## src/rtl/dm_arbiter_pkg.sv

```systemverilog
// rtl/dm_arbiter_pkg.sv - shared types and constants for the data-memory arbiter
package dm_arbiter_pkg;

    typedef enum logic {
        REQ_CPU = 1'b0,
        REQ_DMA = 1'b1
    } req_id_t;

    // Wide enough for the largest legal MAX_WAIT (255).
    localparam int WAIT_W = 8;

    typedef struct packed {
        logic        we;
        logic        bh;
        logic        bhext;
        logic [31:0] addr;
        logic [31:0] wdata;
        logic [31:0] pc;
        req_id_t     owner;
    } access_t;

    function automatic logic [1:0] id_onehot(input req_id_t id);
        return (id == REQ_DMA) ? 2'b10 : 2'b01;
    endfunction

endpackage

```

## src/rtl/dm_arbiter_if.sv

```systemverilog
// rtl/dm_arbiter_if.sv - requester and memory-side bus of the data-memory arbiter
interface dm_arbiter_if;
    logic [1:0]       req;
    logic [1:0]       we;
    logic [1:0]       bh;
    logic [1:0]       bhext;
    logic [1:0][31:0] addr;
    logic [1:0][31:0] wdata;
    logic [1:0][31:0] pc;
    logic [1:0]       gnt;
    logic [31:0]      rdata;
    logic [1:0]       rvalid;
    logic [31:0]      mem_a;
    logic [31:0]      mem_wd;
    logic             mem_we;
    logic             mem_bh;
    logic             mem_bhext;
    logic [31:0]      mem_pc;
    logic [31:0]      mem_rd;
    logic             busy;

    modport slave (
        input  req, we, bh, bhext, addr, wdata, pc, mem_rd,
        output gnt, rdata, rvalid, mem_a, mem_wd, mem_we, mem_bh, mem_bhext, mem_pc, busy
    );

    modport master (
        output req, we, bh, bhext, addr, wdata, pc, mem_rd,
        input  gnt, rdata, rvalid, mem_a, mem_wd, mem_we, mem_bh, mem_bhext, mem_pc, busy
    );
endinterface

```

## src/rtl/dm_arbiter_rr_pick2.sv

```systemverilog
// rtl/dm_arbiter_rr_pick2.sv - two-way grant pick with starvation override
module rr_pick2
    import dm_arbiter_pkg::*;
(
    input  logic [1:0] req,
    input  logic       last_owner,
    input  logic [1:0] sat,
    input  logic       fixed_prio,
    output logic [1:0] gnt
);

    logic [1:0] other;

    assign other = (last_owner == REQ_DMA) ? 2'b01 : 2'b10;

    always_comb begin
        gnt = 2'b00;
        unique case (req)
            2'b01: gnt = 2'b01;
            2'b10: gnt = 2'b10;
            2'b11: begin
                // A starved requester beats the tie-break policy.
                if (sat == 2'b11)   gnt = other;
                else if (sat[0])    gnt = 2'b01;
                else if (sat[1])    gnt = 2'b10;
                else if (fixed_prio) gnt = 2'b01;
                else                gnt = other;
            end
            default: gnt = 2'b00;
        endcase
    end

endmodule

```

## src/rtl/dm_arbiter.sv

```systemverilog
// rtl/dm_arbiter.sv - two-requester accept/access sequencer for the data memory
module dm_arbiter
    import dm_arbiter_pkg::*;
#(
    parameter bit FIXED_PRIO = 1'b1,
    parameter int MAX_WAIT   = 8
) (
    input  logic         clk,
    input  logic         reset,
    dm_arbiter_if.slave  bus
);

    localparam logic [WAIT_W-1:0] MAX_W = WAIT_W'(MAX_WAIT);

    logic [1:0]             pick;
    logic [1:0]             gnt;
    logic [1:0]             sat;
    logic [1:0][WAIT_W-1:0] wait_cnt;
    req_id_t                last_owner;
    access_t                acc;
    access_t                acc_next;
    logic                   stage_valid;
    logic                   sel;
    logic [1:0]             rvalid_q;
    logic [31:0]            rdata_q;

    always_comb begin
        sat = 2'b00;
        for (int i = 0; i < 2; i++) sat[i] = (wait_cnt[i] >= MAX_W);
    end

    rr_pick2 u_pick (
        .req        (bus.req),
        .last_owner (last_owner),
        .sat        (sat),
        .fixed_prio (FIXED_PRIO),
        .gnt        (pick)
    );

    // A grant in a reset cycle would be discarded anyway, so never show it.
    assign gnt = reset ? 2'b00 : pick;

    always_comb begin
        sel            = gnt[1];
        acc_next       = acc;
        acc_next.we    = bus.we[sel];
        acc_next.bh    = bus.bh[sel];
        acc_next.bhext = bus.bhext[sel];
        acc_next.addr  = bus.addr[sel];
        acc_next.wdata = bus.wdata[sel];
        acc_next.pc    = bus.pc[sel];
        acc_next.owner = sel ? REQ_DMA : REQ_CPU;
    end

    always_ff @(posedge clk) begin
        if (reset) begin
            stage_valid <= 1'b0;
            acc         <= '0;
            rvalid_q    <= 2'b00;
            rdata_q     <= 32'h0;
            last_owner  <= REQ_DMA;
            wait_cnt    <= '0;
        end else begin
            stage_valid <= |gnt;
            if (|gnt) acc <= acc_next;

            if (gnt[0])      last_owner <= REQ_CPU;
            else if (gnt[1]) last_owner <= REQ_DMA;

            rvalid_q <= (stage_valid && !acc.we) ? id_onehot(acc.owner) : 2'b00;
            if (stage_valid && !acc.we) rdata_q <= bus.mem_rd;

            for (int i = 0; i < 2; i++) begin
                if (!bus.req[i] || gnt[i]) wait_cnt[i] <= '0;
                else if (!sat[i])          wait_cnt[i] <= wait_cnt[i] + 1'b1;
            end
        end
    end

    // Address/data lines hold their last value when idle; only the strobe drops.
    assign bus.gnt       = gnt;
    assign bus.busy      = stage_valid & ~reset;
    assign bus.mem_we    = stage_valid & acc.we & ~reset;
    assign bus.mem_a     = acc.addr;
    assign bus.mem_wd    = acc.wdata;
    assign bus.mem_bh    = acc.bh;
    assign bus.mem_bhext = acc.bhext;
    assign bus.mem_pc    = acc.pc;
    assign bus.rvalid    = rvalid_q;
    assign bus.rdata     = rdata_q;

endmodule

```

## src/flat_wrapper.sv

```systemverilog
// flat-port wrapper written by rule: the top's interface ports become plain ports
module dm_arbiter_flat import dm_arbiter_pkg::*;
#(
    parameter bit FIXED_PRIO = 1'b1,
    parameter int MAX_WAIT   = 8
)
  (clk, reset, bus_req, bus_we, bus_bh, bus_bhext, bus_addr, bus_wdata, bus_pc, bus_mem_rd, bus_gnt, bus_rdata, bus_rvalid, bus_mem_a, bus_mem_wd, bus_mem_we, bus_mem_bh, bus_mem_bhext, bus_mem_pc, bus_busy);
  dm_arbiter_if bus_i ();
  input  logic clk;
  input  logic reset;
  input wire logic [$bits(bus_i.req)-1:0] bus_req;
  input wire logic [$bits(bus_i.we)-1:0] bus_we;
  input wire logic [$bits(bus_i.bh)-1:0] bus_bh;
  input wire logic [$bits(bus_i.bhext)-1:0] bus_bhext;
  input wire logic [$bits(bus_i.addr)-1:0] bus_addr;
  input wire logic [$bits(bus_i.wdata)-1:0] bus_wdata;
  input wire logic [$bits(bus_i.pc)-1:0] bus_pc;
  input wire logic [$bits(bus_i.mem_rd)-1:0] bus_mem_rd;
  output wire logic [$bits(bus_i.gnt)-1:0] bus_gnt;
  output wire logic [$bits(bus_i.rdata)-1:0] bus_rdata;
  output wire logic [$bits(bus_i.rvalid)-1:0] bus_rvalid;
  output wire logic [$bits(bus_i.mem_a)-1:0] bus_mem_a;
  output wire logic [$bits(bus_i.mem_wd)-1:0] bus_mem_wd;
  output wire logic [$bits(bus_i.mem_we)-1:0] bus_mem_we;
  output wire logic [$bits(bus_i.mem_bh)-1:0] bus_mem_bh;
  output wire logic [$bits(bus_i.mem_bhext)-1:0] bus_mem_bhext;
  output wire logic [$bits(bus_i.mem_pc)-1:0] bus_mem_pc;
  output wire logic [$bits(bus_i.busy)-1:0] bus_busy;
  assign bus_i.req = bus_req;
  assign bus_i.we = bus_we;
  assign bus_i.bh = bus_bh;
  assign bus_i.bhext = bus_bhext;
  assign bus_i.addr = bus_addr;
  assign bus_i.wdata = bus_wdata;
  assign bus_i.pc = bus_pc;
  assign bus_i.mem_rd = bus_mem_rd;
  assign bus_gnt = bus_i.gnt;
  assign bus_rdata = bus_i.rdata;
  assign bus_rvalid = bus_i.rvalid;
  assign bus_mem_a = bus_i.mem_a;
  assign bus_mem_wd = bus_i.mem_wd;
  assign bus_mem_we = bus_i.mem_we;
  assign bus_mem_bh = bus_i.mem_bh;
  assign bus_mem_bhext = bus_i.mem_bhext;
  assign bus_mem_pc = bus_i.mem_pc;
  assign bus_busy = bus_i.busy;
  dm_arbiter #(.FIXED_PRIO(FIXED_PRIO), .MAX_WAIT(MAX_WAIT)) u_core (.clk(clk), .reset(reset), .bus(bus_i));
endmodule
```

## config.mk

```make
export PLATFORM = sky130hd
export DESIGN_NAME = dm_arbiter_flat
export DESIGN_NICKNAME = d
export VERILOG_FILES = /design/src/rtl/dm_arbiter_pkg.sv /design/src/rtl/dm_arbiter_if.sv /design/src/rtl/dm_arbiter_rr_pick2.sv /design/src/rtl/dm_arbiter.sv /design/src/flat_wrapper.sv
export SDC_FILE = /design/constraint.sdc
export NUM_CORES = 1
export LEC_CHECK = 0
export CAP_MARGIN = 0
export CORE_ASPECT_RATIO = 0.6
export CORE_UTILIZATION = 47
export CTS_BUF_LIST = sky130_fd_sc_hd__clkbuf_8
export DETAILED_ROUTE_END_ITERATION = 12
export PLACE_DENSITY_LB_ADDON = 0.25
export REMOVE_ABC_BUFFERS = 1
export SLEW_MARGIN = 20
export SYNTH_ARGS = -nofsm -noshare
export SYNTH_HDL_FRONTEND = slang
export SYNTH_SLANG_ARGS = --single-unit
```

## constraint.sdc

```tcl
create_clock -name clk -period 2.45 [get_ports clk]
set_input_delay 0.245 -clock clk [delete_from_list [all_inputs] [get_ports clk]]
set_output_delay 0.245 -clock clk [all_outputs]
set_load 0.02 [all_outputs]
```

==> metrics.yaml, run 1 <==
synthesis:
  synth.mux.area_fraction_pct: 9.81
  syn-cell-area_mm2: 0.0101
  yosysTopAreaCell: "dfxtp_1"
  ys_warn_count: 0
  ys_types: 36
  ys_ff_latch: 152
  synth-compound-area-share_pct: 21.1
  yosysSeqAreaShare_pct: 30.1
  synth_top_area_share_pct: 30.1
  avgSynthCellArea_um2: 7.51
  synth_top_family_by_area: "simple AND/OR/NAND/NOR gates"
  syn_inst: 1344
  synth_fa_ha_area_share_pct: 0.496
  synthSimpleGateAreaFrac_pct: 24.6
  synth_xor_area_share_pct: 0
  synth_area_leaders: "dfxtp_1 (30%), nand3_1 (9.9%), mux2i_1 (9.8%)"
route:
  drc: 0
  drtAntennaViolNets: 0
  num_vias: 10396
  dr.pass1.iters: 6
  viasPerCell: 5.73
  drt_iter0_markers: 780
  drt-total-wl_um: 32000
  wl_per_cell_um: 17.6
floorplan:
  start_util_pct: 48.0
  die_h_um: 116
  core_area_mm2: 0.0210
  dieArea_mm2: 0.0221
  rows: 41
  io_pins: 370
  die_width_um: 191
setup_path:
  critPathCaptureType: "output pin"
  r2r_cells: 5
  cp-endpoint: "bus_gnt[1]"
  worstSetupStartpoint: "u_core.wait_cnt[7]"
  cp.buffers_inverters: 1
  start_kind: "flip-flop"
  rrSetupSlack_ns: 0.41
  cp_top_family: "simple AND/OR/NAND/NOR gates"
  reg2reg_from: "u_core.wait_cnt[11]"
  reg2reg_to: "u_core.wait_cnt[5]"
  cp.required_ns: 2.20
  cp_num_cells: 5
  cp_slowest_cell: "or4_4"
  crit_chain: "or4_4, o21ai_4, nand2_1, a21oi_1, clkdlybuf4s15_2"
  crit_type: "flip-flop to output pin"
  slowest_delay_ns: 0.58
  crit_arrival_ns: 2.11
  path_max_fanout: 5
cts:
  cts_tree: "done"
  cts_buffer_depth: 2
  clk_latency_ns: 0.47
  cts.sink_count: 152
  root_buffer: "clkbuf_8"
  h-tree-depth: 4
  cts_made_buffers: 17
  clkTransAtPathRegs_ns: 0.09
global_route:
  grt-ovfl-total: 0
  grt_pass1_vias: 9795
  grt_use_total_pct: 27.9
  grt_pass1_wl_um: 49600
  antenna_found_initial: 1
  grt_max_degree: 182
power_and_ir_drop:
  p_per_area_mw_per_mm2: 483
  power.total_mw: 6.51
  p_leak_nw: 4.98
  peakVddDrop_uv: 325
finish:
  final_common_cell: "clkdlybuf4s50_1"
  layout-drive-gt1-share_pct: 4.37
  final_cell_mix: "clkdlybuf4s50_1 (364), nand3_1 (200), nand2_1 (169)"
  design_area_mm2: 0.0135
  syn_to_final_growth_pct: 33.4
  fin_nets: 1759
job:
  cap_violations: 0
run_status:
  outcome: "finished, final reports clean"
sta:
  setup_viol: 0
  post-route-period-util_pct: 96.2
  relSlewSlack_pct: 40.7
  tightest_slew_ns: 0.890
  fin_worst_skew_ns: 0.00874
  hold_viol: 0
  period_minus_slack_ns: 2.36
  timing.hold.ws_ns: 0.198
  slew_viol_final: 0
  max_freq_ghz: 0.424
placed_design:
  dp.final_hpwl_um: 20600
  io_buffers: 369
  gp_congestion: 0.816
  placed_cell_area_mm2: 0.0130
min_path:
  hold_path_class: "input port to flip-flop"
-- area by class of cell --
class	instances	area (um2)
Fill cell	1837	7560
Antenna cell	1	2.50
Inverter	6	27.5
Tap cell	279	349
Multi-Input combinational cell	953	5680
Sequential cell	152	3040
Clock buffer	17	234
Timing Repair Buffer	391	3970
Clock inverter	15	163
-- power breakdown --
group | internal, mW | leakage (nW) | switching [mW]
Combinational | 0.924 | 3.51 | 0.823
Sequential | 2.63 | 1.26 | 0.119
Clock | 0.993 | 0.209 | 1.03
Total | 4.54 | 4.98 | 1.97
-- metrics by stage --
step	setup slack (ns)	TNS, ns	cells	util, %
after floorplan	-1.53	-148.48	1111	-
after global routing	-0.00560	-0.00560	1814	64.0
after global placement	0.244	0	1778	62.0
after CTS	0.000429	0	1811	64.0
after detailed placement	0.217	0	1778	62.0
final	0.0938	0	1814	64.0
-- state kept, by name, indices dropped and copies added, names as in the netlist, 2 cells and up --
name,flops
u_core.bus.mem_a,32
u_core.acc,2
u_core.bus.mem_wd,32
u_core.wait_cnt,16
u_core.bus.rdata,32
u_core.bus.rvalid,2
u_core.bus.mem_pc,32
-- metal layers --
layer / global-route usage (%) / part of all wire (%) / vias up
met5: 0 / 0 / -
met4: 10.8 / 2.0 / 0
met1: 35.6 / 44 / 4847
met2: 45.4 / 45 / 435
li1: - / - / 5067
met3: 7.21 / 8.8 / 47
-- worst min-delay path by stage --
stage / from / to / slack, ns / cells after the start
after floorplan: reset / u_core.acc[99] / 0.31 / 1
after global placement: u_core.bus.rdata[15] / u_core.bus.rdata[15] / 0.44 / 2
after detailed placement: u_core.bus.rdata[11] / u_core.bus.rdata[11] / 0.45 / 2
after CTS: bus_req[0] / u_core.stage_valid / 0.17 / 3
after global routing: bus_req[0] / u_core.stage_valid / 0.20 / 3
final: bus_req[0] / u_core.stage_valid / 0.20 / 3
-- synthesized netlist by cell type --
cell type,number
nand3_1,200
nand2_1,169
dfxtp_1,152
a21oi_1,143
buf_4,109
nand2b_1,103
mux2i_1,99
o21ai_0,99
o221ai_1,99
clkbuf_1,77
buf_2,40
buf_6,6
inv_1,6
nor2_1,5
and3_1,4
ha_1,4
nor3b_1,4
a211oi_1,2
nand4_1,2
nor2b_1,2
nor3b_2,2
or3_1,2
or4_4,2
a31oi_1,1
and2_1,1
buf_1,1
nand2_2,1
nor2_2,1
nor3_1,1
o21a_1,1
o21ai_2,1
o311ai_0,1
o31ai_1,1
or2_1,1
or2_2,1
or4_1,1
-- logic make-up (layout without fill, tap and decap cells) --
family	after synthesis	count (layout)
AOI/OAI and AO/OA	348	348
and+or+nand+nor	502	502
other	0	1
DFF	152	152
adders and majority gates	4	4
muxes	99	99
buffers and inverters	239	429
-- tightest hold or removal path: stages --
cell,delay (ns)
buf_6,0.19
nor2_1,0.13
nor2_1,0.04
-- what timing repair did --
item | 4_1_cts | 5_1_grt
endpoints found under the hold margin | 1 | 0
setup endpoints to repair | 2 | 2
buffers inserted | 0 | 2
gates resized for setup | 5 | 2
hold buffers | 1 | 0
pin swaps | 0 | 1
(Power assumes the default switching activity.)
==> run 2, diff against run 1 <==
Settings changed: HOLD_SLACK_MARGIN from default to 0.06.
==> results of run 2 <==
Same layout as run 1: the final DEF is identical, and so are final timing and power.
